==> src/rtl/mc_ctrl_pkg.sv <==
// mc_ctrl_pkg: shared types and constants for the multicycle control FSM.
//   - state_e      : FSM state encoding (also exported on state_dbg)
//   - op_class_e   : opcode classes produced by mc_opcode_class
//   - ctrl_t       : bundle of datapath control outputs
//   - OP_*         : fixed opcodes for branch/jump/memory instructions
//   - ALUB_*/PC_*  : encodings of the alu_src_b and pc_src selects
package mc_ctrl_pkg;

  typedef enum logic [3:0] {
    S_FETCH    = 4'd0,
    S_DECODE   = 4'd1,
    S_EXEC_R   = 4'd2,
    S_EXEC_I   = 4'd3,
    S_ALU_WB   = 4'd4,
    S_MEM_ADDR = 4'd5,
    S_MEM_RD   = 4'd6,
    S_MEM_WB   = 4'd7,
    S_MEM_WR   = 4'd8,
    S_BRANCH   = 4'd9,
    S_JUMP     = 4'd10
  } state_e;

  typedef enum logic [2:0] {
    CLS_R, CLS_I, CLS_LW, CLS_SW, CLS_BR, CLS_J, CLS_ILL
  } op_class_e;

  localparam logic [5:0] OP_BEQ = 6'h20;
  localparam logic [5:0] OP_BNE = 6'h21;
  localparam logic [5:0] OP_J   = 6'h22;
  localparam logic [5:0] OP_LW  = 6'h30;
  localparam logic [5:0] OP_SW  = 6'h31;

  localparam logic [1:0] ALUB_REG = 2'd0;
  localparam logic [1:0] ALUB_ONE = 2'd1;
  localparam logic [1:0] ALUB_IMM = 2'd2;

  localparam logic [1:0] PC_INC = 2'd0;
  localparam logic [1:0] PC_BR  = 2'd1;
  localparam logic [1:0] PC_JMP = 2'd2;

  typedef struct packed {
    logic       sel_ins;
    logic       reg_write;
    logic       reg_dst;
    logic       alu_src_a;
    logic [1:0] alu_src_b;
    logic       mem_write;
    logic       mem_to_reg;
    logic       beq;
    logic [1:0] pc_src;
    logic       pc_write;
    logic       illegal;
  } ctrl_t;

endpackage

==> src/rtl/multicycle_control_if.sv <==
// multicycle_control_if: connection between the control FSM and the datapath side.
//   Inputs to the controller : run, opcode[5:0], mem_ready
//   Outputs of the controller: datapath controls, pc_write, illegal,
//                              ins_count[CNT_W-1:0], state_dbg[3:0]
//   modport master : the controller (drives the controls)
//   modport slave  : the datapath / CPU top (drives run, opcode, mem_ready)
interface multicycle_control_if #(
  parameter int CNT_W = 32
) ();
  logic             run;
  logic [5:0]       opcode;
  logic             mem_ready;
  logic             sel_ins;
  logic             reg_write;
  logic             reg_dst;
  logic             alu_src_a;
  logic [1:0]       alu_src_b;
  logic             mem_write;
  logic             mem_to_reg;
  logic             beq;
  logic [1:0]       pc_src;
  logic             pc_write;
  logic             illegal;
  logic [CNT_W-1:0] ins_count;
  logic [3:0]       state_dbg;

  modport master (
    input  run, opcode, mem_ready,
    output sel_ins, reg_write, reg_dst, alu_src_a, alu_src_b, mem_write,
           mem_to_reg, beq, pc_src, pc_write, illegal, ins_count, state_dbg
  );

  modport slave (
    output run, opcode, mem_ready,
    input  sel_ins, reg_write, reg_dst, alu_src_a, alu_src_b, mem_write,
           mem_to_reg, beq, pc_src, pc_write, illegal, ins_count, state_dbg
  );
endinterface

==> src/rtl/mc_opcode_class.sv <==
// mc_opcode_class: combinational opcode-to-class decoder.
//   i_opcode[5:0] : decoded instruction opcode
//   o_class       : R, I, LW, SW, BR, J or ILL
module mc_opcode_class
  import mc_ctrl_pkg::*;
(
  input  logic [5:0] i_opcode,
  output op_class_e  o_class
);

  always_comb begin
    // NOTE: every output of a combinational block gets a default first, so no
    // path through the block leaves it unassigned and infers a latch.
    o_class = CLS_ILL;
    if (i_opcode[5:4] == 2'b00) begin
      o_class = CLS_R;
    end else if (i_opcode[5:4] == 2'b01) begin
      o_class = CLS_I;
    end else begin
      case (i_opcode)
        OP_BEQ, OP_BNE: o_class = CLS_BR;
        OP_J:           o_class = CLS_J;
        OP_LW:          o_class = CLS_LW;
        OP_SW:          o_class = CLS_SW;
        default:        o_class = CLS_ILL;
      endcase
    end
  end

endmodule

==> src/rtl/multicycle_control.sv <==
// multicycle_control: Moore control FSM sequencing the multicycle datapath.
//   clk, rst_n : clock, asynchronous active-low reset
//   bus        : multicycle_control_if.master
//                in : run, opcode, mem_ready
//                out: sel_ins, reg_write, reg_dst, alu_src_a, alu_src_b,
//                     mem_write, mem_to_reg, beq, pc_src, pc_write,
//                     illegal, ins_count, state_dbg
module multicycle_control
  import mc_ctrl_pkg::*;
#(
  parameter int CNT_W = 32
) (
  input  logic                 clk,
  input  logic                 rst_n,
  multicycle_control_if.master bus
);

  state_e           r_state;
  state_e           w_next;
  op_class_e        w_class;
  op_class_e        r_class;
  ctrl_t            w_ctrl;
  logic             w_retire;
  logic [CNT_W-1:0] r_ins_count;

  mc_opcode_class u_class (
    .i_opcode (bus.opcode),
    .o_class  (w_class)
  );

  // NOTE: sequential state uses non-blocking assignments so every register
  // samples pre-edge values regardless of block ordering.
  always_ff @(posedge clk or negedge rst_n) begin
    if (!rst_n) begin
      r_state     <= S_FETCH;
      r_class     <= CLS_R;
      r_ins_count <= '0;
    end else begin
      r_state <= w_next;
      // Class is latched at DECODE so ALU_WB and MEM_ADDR do not depend on
      // the opcode staying stable afterwards.
      if (r_state == S_DECODE) r_class <= w_class;
      if (w_retire)            r_ins_count <= r_ins_count + 1'b1;
    end
  end

  always_comb begin
    w_next   = r_state;
    w_ctrl   = '0;
    w_retire = 1'b0;
    case (r_state)
      S_FETCH: begin
        if (bus.run) begin
          w_ctrl.pc_write  = 1'b1;
          w_ctrl.pc_src    = PC_INC;
          w_ctrl.alu_src_b = ALUB_ONE;
          w_next           = S_DECODE;
        end
      end
      S_DECODE: begin
        case (w_class)
          CLS_R:         w_next = S_EXEC_R;
          CLS_I:         w_next = S_EXEC_I;
          CLS_LW, CLS_SW: w_next = S_MEM_ADDR;
          CLS_BR:        w_next = S_BRANCH;
          CLS_J:         w_next = S_JUMP;
          default: begin
            w_ctrl.illegal = 1'b1;
            w_next         = S_FETCH;
          end
        endcase
      end
      S_EXEC_R: begin
        w_ctrl.alu_src_a = 1'b1;
        w_ctrl.alu_src_b = ALUB_REG;
        w_next           = S_ALU_WB;
      end
      S_EXEC_I: begin
        w_ctrl.alu_src_a = 1'b1;
        w_ctrl.alu_src_b = ALUB_IMM;
        w_next           = S_ALU_WB;
      end
      S_ALU_WB: begin
        w_ctrl.reg_write = 1'b1;
        w_ctrl.reg_dst   = (r_class == CLS_R);
        w_retire         = 1'b1;
        w_next           = S_FETCH;
      end
      S_MEM_ADDR: begin
        w_ctrl.alu_src_a = 1'b1;
        w_ctrl.alu_src_b = ALUB_IMM;
        w_next           = (r_class == CLS_LW) ? S_MEM_RD : S_MEM_WR;
      end
      S_MEM_RD: begin
        w_ctrl.sel_ins = 1'b1;
        if (bus.mem_ready) w_next = S_MEM_WB;
      end
      S_MEM_WB: begin
        w_ctrl.reg_write  = 1'b1;
        w_ctrl.mem_to_reg = 1'b1;
        w_retire          = 1'b1;
        w_next            = S_FETCH;
      end
      S_MEM_WR: begin
        w_ctrl.mem_write = 1'b1;
        if (bus.mem_ready) begin
          w_retire = 1'b1;
          w_next   = S_FETCH;
        end
      end
      S_BRANCH: begin
        w_ctrl.alu_src_a = 1'b1;
        w_ctrl.alu_src_b = ALUB_REG;
        w_ctrl.beq       = ~bus.opcode[0];
        w_ctrl.pc_write  = 1'b1;
        w_ctrl.pc_src    = PC_BR;
        w_retire         = 1'b1;
        w_next           = S_FETCH;
      end
      S_JUMP: begin
        w_ctrl.pc_write = 1'b1;
        w_ctrl.pc_src   = PC_JMP;
        w_retire        = 1'b1;
        w_next          = S_FETCH;
      end
      default: w_next = S_FETCH;
    endcase
    // FETCH decodes run combinationally, so without this gate a reset held
    // with run = 1 would still present a pc_write strobe.
    if (!rst_n) begin
      w_ctrl   = '0;
      w_retire = 1'b0;
    end
  end

  assign bus.sel_ins    = w_ctrl.sel_ins;
  assign bus.reg_write  = w_ctrl.reg_write;
  assign bus.reg_dst    = w_ctrl.reg_dst;
  assign bus.alu_src_a  = w_ctrl.alu_src_a;
  assign bus.alu_src_b  = w_ctrl.alu_src_b;
  assign bus.mem_write  = w_ctrl.mem_write;
  assign bus.mem_to_reg = w_ctrl.mem_to_reg;
  assign bus.beq        = w_ctrl.beq;
  assign bus.pc_src     = w_ctrl.pc_src;
  assign bus.pc_write   = w_ctrl.pc_write;
  assign bus.illegal    = w_ctrl.illegal;
  assign bus.ins_count  = r_ins_count;
  assign bus.state_dbg  = r_state;

endmodule

==> src/flat_wrapper.sv <==
// flat-port wrapper written by rule: the top's interface ports become plain ports
module multicycle_control_flat import mc_ctrl_pkg::*;
#(
  parameter int CNT_W = 32
)
  (clk, rst_n, bus_run, bus_opcode, bus_mem_ready, bus_sel_ins, bus_reg_write, bus_reg_dst, bus_alu_src_a, bus_alu_src_b, bus_mem_write, bus_mem_to_reg, bus_beq, bus_pc_src, bus_pc_write, bus_illegal, bus_ins_count, bus_state_dbg);
  multicycle_control_if #(.CNT_W(CNT_W)) bus_i ();
  input  logic clk;
  input  logic rst_n;
  input wire logic [$bits(bus_i.run)-1:0] bus_run;
  input wire logic [$bits(bus_i.opcode)-1:0] bus_opcode;
  input wire logic [$bits(bus_i.mem_ready)-1:0] bus_mem_ready;
  output wire logic [$bits(bus_i.sel_ins)-1:0] bus_sel_ins;
  output wire logic [$bits(bus_i.reg_write)-1:0] bus_reg_write;
  output wire logic [$bits(bus_i.reg_dst)-1:0] bus_reg_dst;
  output wire logic [$bits(bus_i.alu_src_a)-1:0] bus_alu_src_a;
  output wire logic [$bits(bus_i.alu_src_b)-1:0] bus_alu_src_b;
  output wire logic [$bits(bus_i.mem_write)-1:0] bus_mem_write;
  output wire logic [$bits(bus_i.mem_to_reg)-1:0] bus_mem_to_reg;
  output wire logic [$bits(bus_i.beq)-1:0] bus_beq;
  output wire logic [$bits(bus_i.pc_src)-1:0] bus_pc_src;
  output wire logic [$bits(bus_i.pc_write)-1:0] bus_pc_write;
  output wire logic [$bits(bus_i.illegal)-1:0] bus_illegal;
  output wire logic [$bits(bus_i.ins_count)-1:0] bus_ins_count;
  output wire logic [$bits(bus_i.state_dbg)-1:0] bus_state_dbg;
  assign bus_i.run = bus_run;
  assign bus_i.opcode = bus_opcode;
  assign bus_i.mem_ready = bus_mem_ready;
  assign bus_sel_ins = bus_i.sel_ins;
  assign bus_reg_write = bus_i.reg_write;
  assign bus_reg_dst = bus_i.reg_dst;
  assign bus_alu_src_a = bus_i.alu_src_a;
  assign bus_alu_src_b = bus_i.alu_src_b;
  assign bus_mem_write = bus_i.mem_write;
  assign bus_mem_to_reg = bus_i.mem_to_reg;
  assign bus_beq = bus_i.beq;
  assign bus_pc_src = bus_i.pc_src;
  assign bus_pc_write = bus_i.pc_write;
  assign bus_illegal = bus_i.illegal;
  assign bus_ins_count = bus_i.ins_count;
  assign bus_state_dbg = bus_i.state_dbg;
  multicycle_control #(.CNT_W(CNT_W)) u_core (.clk(clk), .rst_n(rst_n), .bus(bus_i));
endmodule
==> config.mk <==
export PLATFORM = sky130hd
export DESIGN_NAME = multicycle_control_flat
export DESIGN_NICKNAME = d
export VERILOG_FILES = /design/src/rtl/mc_ctrl_pkg.sv /design/src/rtl/multicycle_control_if.sv /design/src/rtl/mc_opcode_class.sv /design/src/rtl/multicycle_control.sv /design/src/flat_wrapper.sv
export SDC_FILE = /design/constraint.sdc
export NUM_CORES = 1
export LEC_CHECK = 0
export CORE_UTILIZATION = 30
export CTS_CLUSTER_SIZE = 12
export DETAILED_ROUTE_END_ITERATION = 6
export SYNTH_ARGS = -nofsm -noshare
export SYNTH_HDL_FRONTEND = slang
export SYNTH_SLANG_ARGS = --single-unit
==> constraint.sdc <==
create_clock -name clk -period 5.65 [get_ports clk]
set_clock_uncertainty 0.15 [all_clocks]
set_input_delay 1.13 -clock clk [delete_from_list [all_inputs] [get_ports clk]]
set_output_delay 1.13 -clock clk [all_outputs]
set_load 0.05 [all_outputs]
==> metrics, run 1 <==
outcome completed; setup bufs post-CTS 0; average size of a mapped cell 9.569 um2; Crit Path Max Fanout 7; Crit. End Element output port; worst hold path type flip-flop to flip-flop; Tmin final 4.335 ns; critical path launch point type input port; P_sw 479.9 uW; Rel. slew slack 59.30%; most frequent cells in the layout 57 x clkdlybuf4s50_1, 39 x dfrtp_1, 33 x nor2_1; Pint 613.3 uW; max-cap viol count 0; synthesized instance count 230; WS Path Type input port to output port; core area 6944 um2; WL/cell 12.66 um; final hold violations 0; Mapped Nets 241; share of flip-flops with an asynchronous set or reset 100.0%; CTS Sinks 39; switching share of power 43.90%; fin crit share 76.72%; post-route cell area 2979 um2; Req. time, crit path 4.37 ns; actual slew at the worst max-slew pin 0.6105 ns; final core utilization 42.90%; DP Area 2877 um2; clk root buf clkbuf_8; RePlAce Congestion 0.8999; Mapped Area 2201 um2; WL final 4888 um; Flop pwr share 36.0%; area delta synth->final 35.36%; initial antenna violation count 0; RSZ-0062 raised after global routing no; Yosys Warn Count 0; pwr/cell area 367.0 nW/um2; # port buffers 58; initial drt markers 58; CTS resizes 0; antenna cells 0; largest net degree at the start of global routing 44; Slew Limit Fails 0; top cell type's share of synthesized area 44.34%; H-tree levels 2; Tot GR Track Use 14.09%; power share of the combinational group 43.8%; total power 1.093 mW; vias per inst 4.725; DR vias 1824; num rows 30; Die Wd 87.65 um; post-detail-place hpwl 3605 um; fill cell count 684; final routed DRC violation total 0; Pleak 1.287 nW; Clk network pwr share 20.2%; setup_tns 0 ns; Seq/Total Area, Yosys 44.34%; TritonCTS clock tree built; cts bufs inserted 5; vias in the first global route 1767; starting density of the core 31.69%; CTS Hold Buffers Added 0; commonest non-fill, non-tap cell in the layout clkdlybuf4s50_1; first-pass GRT wire length 8459 um; number of synthesized flops with an enable pin 0; Synth Register Bits 39; Final ANT Viol Nets 0; Nets 301; Setup violations, final 0; Fmax 0.2307 GHz; Initial DRT Pass Iterations 4; Die Y 87.65 um; CP arrival 3.05 ns; layout cells sized above 1 9.310%; total grt overflow 0; main flop type after synthesis dfrtp_1; Ports 59; Clock Pin Slew Worst Setup and Hold Paths 0.07 ns; synth top area cells dfrtp_1 44%, xor2_1 7.6%, nor2_1 5.6%; later-pin clock latency in the skew report 0.28 ns; clk buf depth 2; die footprint 7683 um2; post-synth top area cell dfrtp_1; worst vdd ir 227.6 uV; post-synthesis cell type count 48
-- path summary, 6_finish.rpt --
check | from | end | slack (ns) | cells after the start
worst max-delay path | bus_opcode[1] | bus_illegal | 1.32 | 6
worst min-delay path | u_core.bus.ins_count[31] | u_core.bus.ins_count[31] | 0.32 | 1
worst max register to register | u_core.bus.state_dbg[1] | u_core.bus.ins_count[31] | 3.40 | 5
worst min register to register | u_core.bus.ins_count[31] | u_core.bus.ins_count[31] | 0.32 | 1
max in group asynchronous | rst_n | u_core.bus.ins_count[29] | 4.11 | 2
min in group asynchronous | rst_n | u_core.bus.ins_count[1] | 0.89 | 2
-- synthesized netlist by cell type, drive strengths merged, types with 2 or more instances --
master  number
inv          8
clkbuf       3
nor2b        2
xnor2       13
a21oi        5
nand4b       2
dfrtp       39
nand4        9
nand2       32
o21ai        5
or2          2
xor2        19
nand3       11
o32ai        2
buf          3
and4         4
a22oi        4
a221oi       2
nand2b       3
nor4         2
nor2        33
nor3        13
-- power by group through the flow --
stage / Sequential [mW] / Clock (mW) / Combinational (mW)
finish: 0.394 / 0.221 / 0.479
global route: 0.404 / 0.239 / 0.519
floorplan: 0.451 / 0 / 0.288
CTS: 0.393 / 0.230 / 0.484
global placement: 0.400 / 0 / 0.483
detailed placement: 0.398 / 0 / 0.482
-- stage by stage --
stage	hold slack, ns	setup slack (ns)	cells
final	0.3186	1.315	386
after detailed placement	0.3125	1.312	379
after CTS	0.3265	1.307	386
after global placement	0.3106	1.370	379
after floorplan	0.2966	1.319	230
after global routing	0.3455	1.157	386
-- registers in the layout, indices dropped and copies added (netlist names) --
signal,flops
u_core.bus.ins_count,32
u_core.bus.state_dbg,4
u_core.r_class,3
-- routing by layer --
| metal | vias to the layer above | GRT usage, % | share of wire [%] |
|---|---|---|---|
| met2 | 52 | 23.30 | 45 |
| li1 | 919 | - | - |
| met3 | 6 | 3.016 | 5.0 |
| met5 | - | 0 | 0 |
| met4 | 0 | 4.024 | 1.4 |
| met1 | 847 | 18.59 | 49 |
-- kinds of logic after synthesis --
| kind of cell | Yosys count | synth area share [%] |
|---|---|---|
| compound gates | 25 | 9.324 |
| xor+xnor | 32 | 12.73 |
| fa+ha+maj | 1 | 0.5684 |
| buf+inv | 14 | 2.615 |
| flops | 39 | 44.34 |
| mux | 1 | 0.5116 |
| simple gates | 118 | 29.90 |
-- worst max-delay path: stages --
cell,delay (ns)
clkdlybuf4s50_1,0.58
nand2_1,0.08
nand2_1,0.10
o31ai_1,0.09
nor3_1,0.23
clkdlybuf4s50_1,0.84
-- final cells by class --
class / count / area, um2 / area share [%]
multi-input combinational: 177 / 1167 / 39.19
timing repair buffer: 59 / 583.1 / 19.57
clock inverter: 1 / 30.03 / 1.008
tap: 96 / 120.1 / 4.032
sequential: 39 / 975.9 / 32.76
clock buffer: 6 / 72.57 / 2.436
inverter: 8 / 30.03 / 1.008
No activity file was read; power rests on OpenSTA's default activity.
==> run 2, diff against run 1 <==
- clock period: 5.65 -> 4.3 ns (I/O delays scaled with it)
==> run 2 against run 1 <==
  * Register-to-register slack worse by 1.4 ns
  * First-iteration DRC count up 12%
  * Cell count up 0.26%
  * Global-route usage up 0.41 points
  * Critical path depth unchanged
  * Routed wire length up 2.4%
  * Utilization about the same
  * Count of clock-buffer cells in the layout up 1
  * Sequential power up 31%
  * Largest power group unchanged
==> metrics, run 2 (synthesis results as in run 1) <==
RePlAce Congestion 0.8797; Worst R2R Start u_core.bus.state_dbg[1]; Hold Path Cell Cnt 1; Max stage delay on crit path 0.84 ns; Die Wd 87.65 um; P_sw 645.9 uW; DR vias 1823; Crit Path Max Fanout 7; Slew Limit Fails 0; actual slew at the worst max-slew pin 0.6159 ns; WL/cell 12.94 um; total grt overflow 0; worst hold path type flip-flop to flip-flop; WS Path Type input port to output port; WL final 5006 um; max reg flops 32; Clk network pwr share 19.3%; num rows 30; Pleak 1.288 nW; setup bufs post-CTS 0; outcome completed; Die Y 87.65 um; CTS Hold Buffers Added 0; r2r worst-path depth 5; first-pass GRT wire length 8625 um; cts bufs inserted 5; clk root buf clkbuf_8; Req. time, crit path 3.29 ns; die footprint 7683 um2; post-detail-place hpwl 3657 um; most frequent cells in the layout 56 x clkdlybuf4s50_1, 39 x dfrtp_1, 33 x nor2_1; CP arrival 2.78 ns; Tot GR Track Use 14.50%; vias in the first global route 1819; Final ANT Viol Nets 0; buffer and inverter count on the worst path 2; layout cells sized above 1 10.31%; TritonCTS clock tree built; clk buf depth 2; Rel. slew slack 58.94%; antenna cells 0; pwr/cell area 479.3 nW/um2; starting density of the core 31.69%; largest net degree at the start of global routing 32; vias per inst 4.711; Pint 781.3 uW; RSZ-0062 raised after global routing no; Setup violations, final 0; Ports 59; switching share of power 45.25%; commonest non-fill, non-tap cell in the layout clkdlybuf4s50_1; Nets 301; worst vdd ir 304.2 uV; Tmin final 3.788 ns; critical path launch point type input port; Clock Pin Slew Worst Setup and Hold Paths 0.08 ns; setup_tns 0 ns; CTS Sinks 39; CTS resizes 0; Flop pwr share 36.3%; # port buffers 58; initial drt markers 65; power share of the combinational group 44.4%; Fmax 0.2640 GHz; H-tree levels 2; Critical Path Slowest Stage Cell clkdlybuf4s50_1; core area 6944 um2; critical hold path startpoint u_core.bus.ins_count[31]; dpl ws 0.5231 ns; area delta synth->final 35.30%; fin crit share 88.08%; Initial DRT Pass Iterations 4; final hold violations 0; final routed DRC violation total 0; later-pin clock latency in the skew report 0.29 ns; cell family with most CP delay buffers and inverters; R2R Path End u_core.bus.ins_count[31]; fill cell count 690; final setup margin 0.5124 ns; crit path cell chain clkdlybuf4s50_1, nand2_1, nand2_1, o31ai_1, nor3_1, clkdlybuf4s50_1; max-cap viol count 0; initial antenna violation count 0; Hold Path End u_core.bus.ins_count[31]; R2R Setup Slk 2.02 ns; Crit. End Element output port
## run 2: changes by cell type in the layout (fill, tap and decap cells not counted)
cell             before  now
bufinv_16             1    0
clkdlybuf4s50_1      57   56
clkbuf_8              5    7
clkbuf_1              1    0
buf_4                 1    2
clkinvlp_4            0    1
## run 2: power by group through the flow
| stage | registers, mW | clock network, mW | logic [mW] |
|---|---|---|---|
| 2_1_floorplan | 0.593 | 0 | 0.379 |
| 3_3_place_gp | 0.526 | 0 | 0.634 |
| 3_5_place_dp | 0.523 | 0 | 0.635 |
| 4_1_cts | 0.516 | 0.288 | 0.639 |
| 5_1_grt | 0.534 | 0.302 | 0.682 |
| 6_report | 0.518 | 0.275 | 0.634 |
## run 2: worst max-delay path by stage
stage                                  from     endpoint  slack (ns)  cells past startpoint
finish                        bus_opcode[1]  bus_illegal        0.51                      6
global route                  bus_opcode[1]  bus_illegal        0.35                      6
CTS                           bus_opcode[1]  bus_illegal        0.52                      6
detailed placement            bus_opcode[1]  bus_illegal        0.52                      6
global placement              bus_opcode[1]  bus_illegal        0.56                      6
floorplan           u_core.bus.state_dbg[1]  bus_reg_dst        0.37                      4
## run 2: worst reg2reg max path, stage by stage, from the launching register on
cell and delay [ns]:
dfrtp_1 0.74, nor2b_1 0.29, a221oi_2 0.37, nand4_2 0.28, nor3_2 0.21, xor2_1 0.17
## run 2: cell type report
cell class	count	area, um2	area share (%)
Inverter	8	30.03	1.008
Clock buffer	7	96.34	3.235
Tap cell	96	120.1	4.034
Clock inverter	1	7.507	0.2521
Sequential cell	39	975.9	32.77
Multi-Input combinational cell	177	1167	39.20
Timing Repair Buffer	59	580.6	19.50
## run 2: per-layer routing
layer | part of all wire (%) | vias up | global-route usage, %
met5 | 0 | - | 0
met4 | 1.3 | 0 | 4.024
met3 | 5.6 | 8 | 3.582
met2 | 45 | 58 | 23.79
met1 | 48 | 838 | 19.02
li1 | - | 919 | -
## run 2: metrics by stage
stage,instance area [um2],util [%],power [mW],hold slack (ns),cells
after floorplan,2201,-,0.9722,0.2966,230
after global placement,2874,41.39,1.160,0.3103,379
after detailed placement,2874,41.39,1.158,0.3138,379
after CTS,2978,42.88,1.443,0.3281,387
after global routing,2978,42.88,1.517,0.3576,387
final,2978,42.88,1.427,0.3249,387
==> run 3, diff against run 2 <==
- CELL_PAD_IN_SITES_DETAIL_PLACEMENT: default -> 1
- CELL_PAD_IN_SITES_GLOBAL_PLACEMENT: default -> 1
- CORE_UTILIZATION: 30 -> 36
- PLACE_DENSITY_LB_ADDON: default -> 0.1
==> run 3 against run 2 <==
  * The run now ends with DRC left
  * Worst hold slack worse by 0.039 ns
  * Non-clock buffer count unchanged
  * Utilization up 7.2 points
  * Critical endpoint is now bus_pc_write
  * Largest power group unchanged
  * Highest routed layer unchanged
==> metrics, run 3 (synthesis results as in run 1) <==
outcome complete, but fails checks; violated checks DRC; Clock Pin Slew Worst Setup and Hold Paths 0.07 ns; critical path launch point type input port; Crit Path Max Fanout 3; Die Wd 80.19 um; WS Path Type input port to output port; total power 1.477 mW; RePlAce Congestion 0.8203; fin crit share 87.63%; vias per inst 5.128; initial drt markers 61; Fmax 0.2654 GHz; fill cell count 697; RSZ-0062 raised after global routing no; core area 5921 um2; area delta synth->final 34.74%; layout cells sized above 1 10.31%; area of the multi-input gates 1167 um2; Final ANT Viol Nets 0; final core utilization 50.08%; die footprint 6430 um2; vias in the first global route 1899; Ports 59; setup bufs post-CTS 0; later-pin clock latency in the skew report 0.29 ns; TritonCTS clock tree built; Finished Layout Cells 366; post-detail-place hpwl 4077 um; CTS Sinks 39; Nets 301; hold slack final 0.2863 ns; Rel. slew slack 57.20%; setup_tns 0 ns; starting density of the core 37.17%; total grt overflow 0; WL/cell 14.90 um; first-pass GRT wire length 9232 um; largest net degree at the start of global routing 39; DR vias 1877; commonest non-fill, non-tap cell in the layout clkdlybuf4s50_1; max-cap viol count 0; Setup violations, final 0; num rows 28; initial antenna violation count 0; Crit. End Element output port; antenna cells 0; worst hold path type input port to asynchronous set/reset pin; clk buf depth 2; Tot GR Track Use 18.57%; CTS resizes 0; Die Y 80.19 um; clk root buf clkbuf_8; Tmin final 3.768 ns; Cells after DPL 358; final hold violations 0; worst vdd ir 235.1 uV; CTS Hold Buffers Added 0; H-tree levels 2; Req. time, crit path 3.29 ns; actual slew at the worst max-slew pin 0.6420 ns; pwr/cell area 498.0 nW/um2; Worst Setup SP bus_run; # port buffers 58; Worst R2R Start u_core.bus.state_dbg[1]; max reg flops 32; Pleak 1.299 nW; Register Area 975.9 um2; most frequent cells in the layout 56 x clkdlybuf4s50_1, 39 x dfrtp_1, 33 x nor2_1; CP arrival 2.76 ns; WL final 5453 um; Slew Limit Fails 0; final routed DRC violation total 1; cts bufs inserted 5; Initial DRT Pass Iterations 7
-- run 3: layout make-up --
type | count | area share [%]
timing repair buffer | 59 | 19.58
tap | 75 | 3.165
clock buffer | 6 | 2.785
inverter | 8 | 1.013
multi-input combinational | 177 | 39.37
sequential | 39 | 32.91
clock inverter | 2 | 1.181
-- run 3: where the power goes --
group	internal (mW)	total, mW	switching, mW
Combinational	0.220	0.640	0.420
Clock	0.188	0.316	0.129
Sequential	0.416	0.520	0.104
-- run 3: routing by layer --
layer  vias to the layer above  share of wire (%)  routed length, um  track usage, %
li1                        912                  -                  -               -
met1                       919                 44               2425           22.87
met4                         0                1.4                 77           6.607
met3                         4                3.4                185           3.295
met5                         -                  0                  0               0
met2                        42                 51               2765           32.31
-- run 3: final timing paths --
path	endpoint	slack [ns]	cells after the start
setup / recovery	bus_pc_write	0.53	6
hold / removal	u_core.r_class[2]	0.29	1
setup reg to reg	u_core.bus.ins_count[29]	1.98	5
hold reg to reg	u_core.r_class[2]	0.34	2
max in group asynchronous	u_core.bus.ins_count[3]	2.97	2
min in group clk	u_core.r_class[2]	0.34	2
-- run 3: stage by stage --
stage,cell area (um2),setup slack [ns]
2_1_floorplan,2201,0.3697
6_report,2965,0.5319
3_5_place_dp,2848,0.5338
4_1_cts,2965,0.5174
3_3_place_gp,2848,0.5926
5_1_grt,2965,0.4189
-- run 3: critical path, stage by stage --
cell,delay [ns]
clkdlybuf4s50_1,0.50
nor3b_1,0.19
a21oi_1,0.06
o21ai_0,0.18
and3_1,0.17
clkdlybuf4s50_1,0.80
